## src/rtl/inst_fetch_pkg.sv

```systemverilog
// rtl/inst_fetch_pkg.sv - shared widths, constants and types for the instruction fetch unit
package inst_fetch_pkg;

  localparam int INST_ADDR_BUS = 32;
  localparam int INST_BUS      = 32;
  localparam int FQ_DEPTH      = 2;
  localparam int PC_STEP       = 4;

  localparam logic [INST_BUS-1:0]      ZERO_WORD        = 32'h0000_0000;
  localparam logic [INST_ADDR_BUS-1:0] RESET_PC_DEFAULT = 32'h0000_0000;

  typedef enum logic {
    CHIP_DISABLE = 1'b0,
    CHIP_ENABLE  = 1'b1
  } chip_en_e;

endpackage

```

## src/rtl/inst_fetch_queue.sv

```systemverilog
// rtl/inst_fetch_queue.sv - two-entry {pc, inst} queue between fetch and decode
module fetch_queue
  import inst_fetch_pkg::*;
#(
  parameter int ADDR_W = INST_ADDR_BUS,
  parameter int INST_W = INST_BUS,
  parameter int DEPTH  = FQ_DEPTH
) (
  input  logic              clk,
  input  logic              rst,
  input  logic              push,
  input  logic [ADDR_W-1:0] push_pc,
  input  logic [INST_W-1:0] push_inst,
  input  logic              pop,
  input  logic              clear,
  output logic [1:0]        count,
  output logic              head_valid,
  output logic [ADDR_W-1:0] head_pc,
  output logic [INST_W-1:0] head_inst
);

  logic [ADDR_W-1:0] pc_mem   [DEPTH];
  logic [INST_W-1:0] inst_mem [DEPTH];
  logic              head;
  logic              tail;
  logic              pop_ok;
  logic              push_ok;

  assign head_valid = (count != 2'd0);
  assign pop_ok     = pop & head_valid;
  // A push into a full queue is only legal when the head leaves in the same cycle.
  assign push_ok    = push & ((count < 2'(DEPTH)) | pop_ok);

  always_ff @(posedge clk or negedge rst) begin
    if (!rst) begin
      for (int i = 0; i < DEPTH; i++) begin
        pc_mem[i]   <= '0;
        inst_mem[i] <= ZERO_WORD[INST_W-1:0];
      end
      head  <= 1'b0;
      tail  <= 1'b0;
      count <= 2'd0;
    end else if (clear) begin
      head  <= 1'b0;
      tail  <= 1'b0;
      count <= 2'd0;
    end else begin
      if (push_ok) begin
        pc_mem[tail]   <= push_pc;
        inst_mem[tail] <= push_inst;
        tail           <= ~tail;
      end
      if (pop_ok) begin
        head <= ~head;
      end
      count <= count + {1'b0, push_ok} - {1'b0, pop_ok};
    end
  end

  assign head_pc   = pc_mem[head];
  assign head_inst = inst_mem[head];

endmodule

```

## src/rtl/inst_fetch.sv

```systemverilog
// rtl/inst_fetch.sv - instruction fetch: PC, ROM enable, redirect handling and decode handoff
module inst_fetch
  import inst_fetch_pkg::*;
#(
  parameter int                ADDR_W   = INST_ADDR_BUS,
  parameter int                INST_W   = INST_BUS,
  parameter logic [ADDR_W-1:0] RESET_PC = RESET_PC_DEFAULT[ADDR_W-1:0],
  parameter int                DEPTH    = FQ_DEPTH
) (
  input  logic              clk,
  input  logic              rst,
  output logic              rom_ce_o,
  output logic [ADDR_W-1:0] rom_addr_o,
  input  logic [INST_W-1:0] rom_inst_i,
  input  logic              stall_i,
  input  logic              flush_i,
  input  logic [ADDR_W-1:0] redirect_pc_i,
  output logic              id_valid_o,
  output logic [ADDR_W-1:0] id_pc_o,
  output logic [INST_W-1:0] id_inst_o,
  input  logic              id_ready_i
);

  chip_en_e          ce;
  logic [ADDR_W-1:0] pc;
  logic [1:0]        count;
  logic              head_valid;
  logic              pop;
  logic              push;
  logic              enabled;
  logic [1:0]        unused_redirect_lsb;

  assign enabled             = (ce == CHIP_ENABLE);
  assign unused_redirect_lsb = redirect_pc_i[1:0];

  // A redirect discards whatever decode would have taken this cycle.
  assign pop  = head_valid & id_ready_i & ~flush_i;
  assign push = enabled & ~flush_i & ~stall_i & ((count < 2'(DEPTH)) | pop);

  always_ff @(posedge clk or negedge rst) begin
    if (!rst) begin
      ce <= CHIP_DISABLE;
      pc <= RESET_PC;
    end else begin
      ce <= CHIP_ENABLE;
      if (enabled) begin
        if (flush_i) begin
          pc <= {redirect_pc_i[ADDR_W-1:2], 2'b00};
        end else if (push) begin
          pc <= pc + ADDR_W'(PC_STEP);
        end
      end
    end
  end

  assign rom_ce_o   = enabled;
  assign rom_addr_o = pc;

  fetch_queue #(
    .ADDR_W (ADDR_W),
    .INST_W (INST_W),
    .DEPTH  (DEPTH)
  ) u_queue (
    .clk        (clk),
    .rst        (rst),
    .push       (push),
    .push_pc    (pc),
    .push_inst  (rom_inst_i),
    .pop        (pop),
    .clear      (flush_i),
    .count      (count),
    .head_valid (head_valid),
    .head_pc    (id_pc_o),
    .head_inst  (id_inst_o)
  );

  assign id_valid_o = head_valid;

endmodule
```

## config.mk

```make
export PLATFORM = sky130hd
export DESIGN_NAME = inst_fetch
export DESIGN_NICKNAME = d
export VERILOG_FILES = /design/src/rtl/inst_fetch_pkg.sv /design/src/rtl/inst_fetch_queue.sv /design/src/rtl/inst_fetch.sv
export SDC_FILE = /design/constraint.sdc
export NUM_CORES = 1
export LEC_CHECK = 0
export ABC_AREA = 1
export BUFFER_PORTS_ARGS = -buffer_cell sky130_fd_sc_hd__buf_2
export CAP_MARGIN = 0
export CELL_PAD_IN_SITES_DETAIL_PLACEMENT = 1
export CELL_PAD_IN_SITES_GLOBAL_PLACEMENT = 1
export CORE_UTILIZATION = 28
export DETAILED_ROUTE_END_ITERATION = 10
export PLACE_DENSITY_LB_ADDON = 0.1
export SETUP_SLACK_MARGIN = 0.4
export SYNTH_ARGS = -nofsm -noshare
export SYNTH_HDL_FRONTEND = slang
export SYNTH_HIERARCHICAL = 1
export SYNTH_SLANG_ARGS = --single-unit
```

## constraint.sdc

```tcl
create_clock -name clk -period 4.91 [get_ports clk]
set_input_delay 0.982 -clock clk [delete_from_list [all_inputs] [get_ports clk]]
set_output_delay 0.982 -clock clk [all_outputs]
set_load 0.01 [all_outputs]
```

==> flow_summary_export.csv <==
group,metric,value,unit
hold_path,hold_class,"reg -> reg",
logic_synthesis,synth_top_area_cell,"dfrtp_1",
worst_setup_path,worstSetupEndpoint,"id_inst_o[4]",
worst_setup_path,r2r-start,"u_queue/count[1]$_DFF_PN0_",
worst_setup_path,critPathRequiredTime,3.93,ns
detailed_routing,wl_met1,14400,um
layout,antenna_cells,0,
cts,cts_setup_buffers,0,
layout,fill_cells,3883,
sta,slew_violations,0,
worst_setup_path,startpoint,"u_queue/head$_DFFE_PN0P_",
logic_synthesis,yosysSeqAreaShare,46.4,%
power,power,4.27,mW
power,p_int,2.78,mW
layout,fin_area,10400,um^2
worst_setup_path,startpoint_type,"flop",
logic_synthesis,synthTopCellsByArea,"dfrtp_1 46%, nand2_1 25%, nand4_1 9.4%",
layout,drive_above_1_share,18.1,%
outcome,status,"finished with violations",
grt,grt_max_degree,83,
floorplanning,io_pins,167,
detailed_routing,totalWireLength,29500,um
cts,cts_root_buffer,"clkbuf_16",
sta,period_needed,3.22,ns
detailed_routing,met2WireLength,13900,um
power,swShare,34.8,%
detailed_routing,met3_length,963,um
worst_setup_path,r2r.worst_path.cells,13,
detailed_routing,drc,18,
sta,rsz0062_at_grt,"false",
worst_setup_path,critPathMaxFanout,49,
detailed_routing,vias,8182,
grt,grt_usage,19.2,%
detailed_routing,vias_per_cell,4.73,
sta,period_share,65.7,%
sta,maxSlewHeadroom,30.7,%
cts,cts_buffers,17,
placement,placed_cell_area,9800,um^2
cts,insertion_delay,0.43,ns
detailed_routing,drt_pass1_iterations,8,
worst_setup_path,criticalPathCategory,"reg -> out",
logic_synthesis,synth.top_cells.by_count,"595 x nand2_1, 163 x dfrtp_1, 132 x nand4_1",
logic_synthesis,ys_async_sr_fraction,100,%
power,power.density,411,nW/um^2
power,pwr-share-comb,23.7,%
floorplanning,die-width,179,um
run,max_cap_viol_count,0,
grt,antenna_found_initial,0,
floorplanning,core_area,30700,um^2
sta,final.setup_skew,0.0166,ns
sta,hold_violations,0,
floorplanning,dieArea,32100,um^2
cts,cts.sinks,163,
sta,tns,0,ns
cts,cts-htree-levels,4,
cts,ctsHoldBuffers,0,
logic_synthesis,yosysMostFrequentCell,"nand2_1",
layout,syn_to_final_growth,18.4,%
power,p_switching,1.49,mW
logic_synthesis,synth_cell_types,33,
detailed_routing,post_drt_wl_per_cell,17.0,um
logic_synthesis,yosysWarnings,6,
layout,final_nets,1391,
cts,tritoncts,"built",
grt,grt_pass1_vias,8367,
floorplanning,die_y,179,um
worst_setup_path,reg2reg_slack,1.92,ns
sta,setup_viol,0,
logic_synthesis,syn_inst,1204,
hold_path,min_path_cells,2,
power,ir_drop,0.252,mV
placement,dp_hpwl,18100,um
power,clkPwrFrac,32.7,%
placement,port_buffers,162,
grt,gr-total-overflow,0,
floorplanning,initial_core_util,28.6,%
placement,gp_congestion,0.757,
floorplanning,rows,64,
logic_synthesis,synth_ff_type,"dfrtp_1",
power,pwr-share-seq,43.6,%
sta,max_freq,0.310,GHz
worst_setup_path,r2r-end,"u_queue/count[1]$_DFF_PN0_",
worst_setup_path,arrival,2.24,ns
cts,clk_pin_slew,0.07,ns
hold_path,min_from,"u_queue/inst_mem[10]$_DFFE_PN0P_",
detailed_routing,top_layer,"met4",
cts,cts_repair_resize_count,0,
logic_synthesis,ys_ff_latch,163,
grt,grt_first_pass_wirelength,47400,um
logic_synthesis,synth_edf_count,0,
sta,tightestPinTransition,1.04,ns
cts,clockBufferDepth,2,
logic_synthesis,netlist_area,8790,um^2
outcome,violations,"design-rule violations",
logic_synthesis,syn_avg_cell_area,7.30,um^2
worst_setup_path,cp-end-kind,"output port",
logic_synthesis,synth_top_area_share,46.4,%
detailed_routing,drt_iter0_markers,467,
power,cellLeakagePower,5.66,nW
detailed_routing,ant_nets,0,
-- area by class of cell --
class	count	area, um^2	area share (%)
tap	396	495	4.76
inverter	50	190	1.83
multi-input combinational	911	4100	39.4
timing repair buffer	176	935	8.99
clock inverter	12	145	1.40
sequential	163	4080	39.2
clock buffer	20	457	4.39
-- registers in the layout (all words and copies together) (netlist names) --
signal / cells
rom_addr_o: 30
rom_ce_o: 1
u_queue/pc_mem: 64
u_queue/count: 2
u_queue/tail: 1
u_queue/inst_mem: 64
u_queue/head: 1
-- worst min-delay path by stage --
stage                                       end  slack, ns
2_1_floorplan   u_queue/inst_mem[8]$_DFFE_PN0P_       0.44
3_3_place_gp      u_queue/pc_mem[0]$_DFFE_PN0P_       0.45
3_5_place_dp   u_queue/inst_mem[29]$_DFFE_PN0P_       0.46
4_1_cts          u_queue/pc_mem[14]$_DFFE_PN0P_       0.47
5_1_grt          u_queue/pc_mem[17]$_DFFE_PN0P_       0.49
6_report       u_queue/inst_mem[10]$_DFFE_PN0P_       0.47
-- per-stage QoR --
| step | setup slack, ns | std cells | hold WS, ns | util (%) |
|---|---|---|---|---|
| 2_1_floorplan | 2.34 | 1209 | 0.442 | - |
| 3_3_place_gp | 1.42 | 1696 | 0.453 | 31.9 |
| 3_5_place_dp | 1.37 | 1696 | 0.458 | 31.9 |
| 4_1_cts | 1.56 | 1728 | 0.474 | 33.8 |
| 5_1_grt | 1.45 | 1728 | 0.490 | 33.8 |
| 6_report | 1.69 | 1728 | 0.472 | 33.8 |
-- worst max-delay path, stage by stage, from the launching register on --
cell,delay (ns)
dfrtp_2,0.40
inv_2,0.75
buf_4,0.38
nand2_1,0.07
nand2_1,0.08
buf_2,0.13
-- power by group through the flow --
stage	clock (mW)	combinational [mW]	sequential, mW
floorplan	0	0.623	1.83
global placement	0	1.02	1.88
detailed placement	0	1.04	1.89
CTS	1.44	1.04	1.86
global route	1.49	1.18	1.91
finish	1.40	1.01	1.86
-- layout by cell type (no fill, tap or decap), drive strengths merged --
| cell | Yosys | layout |
|---|---|---|
| or2 | 2 | 2 |
| inv | 50 | 54 |
| clkbuf | 11 | 20 |
| nor2 | 79 | 79 |
| and2 | 1 | 1 |
| nand3 | 36 | 36 |
| a22oi | 1 | 1 |
| clkinv | 0 | 2 |
| ha | 3 | 3 |
| dfrtp | 163 | 163 |
| a21oi | 16 | 16 |
| o22ai | 3 | 3 |
| o21bai | 2 | 2 |
| bufinv | 0 | 2 |
| nand4 | 132 | 132 |
| buf | 74 | 176 |
| nor3 | 2 | 2 |
| conb | 2 | 7 |
| nand2 | 604 | 604 |
| a31oi | 2 | 2 |
| nand3b | 1 | 1 |
| a21o | 1 | 1 |
| o21ai | 19 | 19 |
| clkinvlp | 0 | 4 |
-- logic make-up (layout without fill, tap and decap cells) --
family	Yosys count	count (layout)	share of synthesized area, %
AND/OR/NAND/NOR	857	857	42.8
adder cells (fa/ha/maj)	3	3	0.427
flip-flops	163	163	46.4
buffers and inverters	135	258	7.58
other	2	7	0.0855
AO/OA/AOI/OAI	44	44	2.73
-- per-layer routing --
metal | track usage (%) | vias to the layer above
met1 | 26.2 | 3940
met5 | 0 | -
met4 | 3.78 | 0
li1 | - | 4104
met3 | 2.86 | 15
met2 | 32.3 | 123
Power figures use the tool's default switching activity.
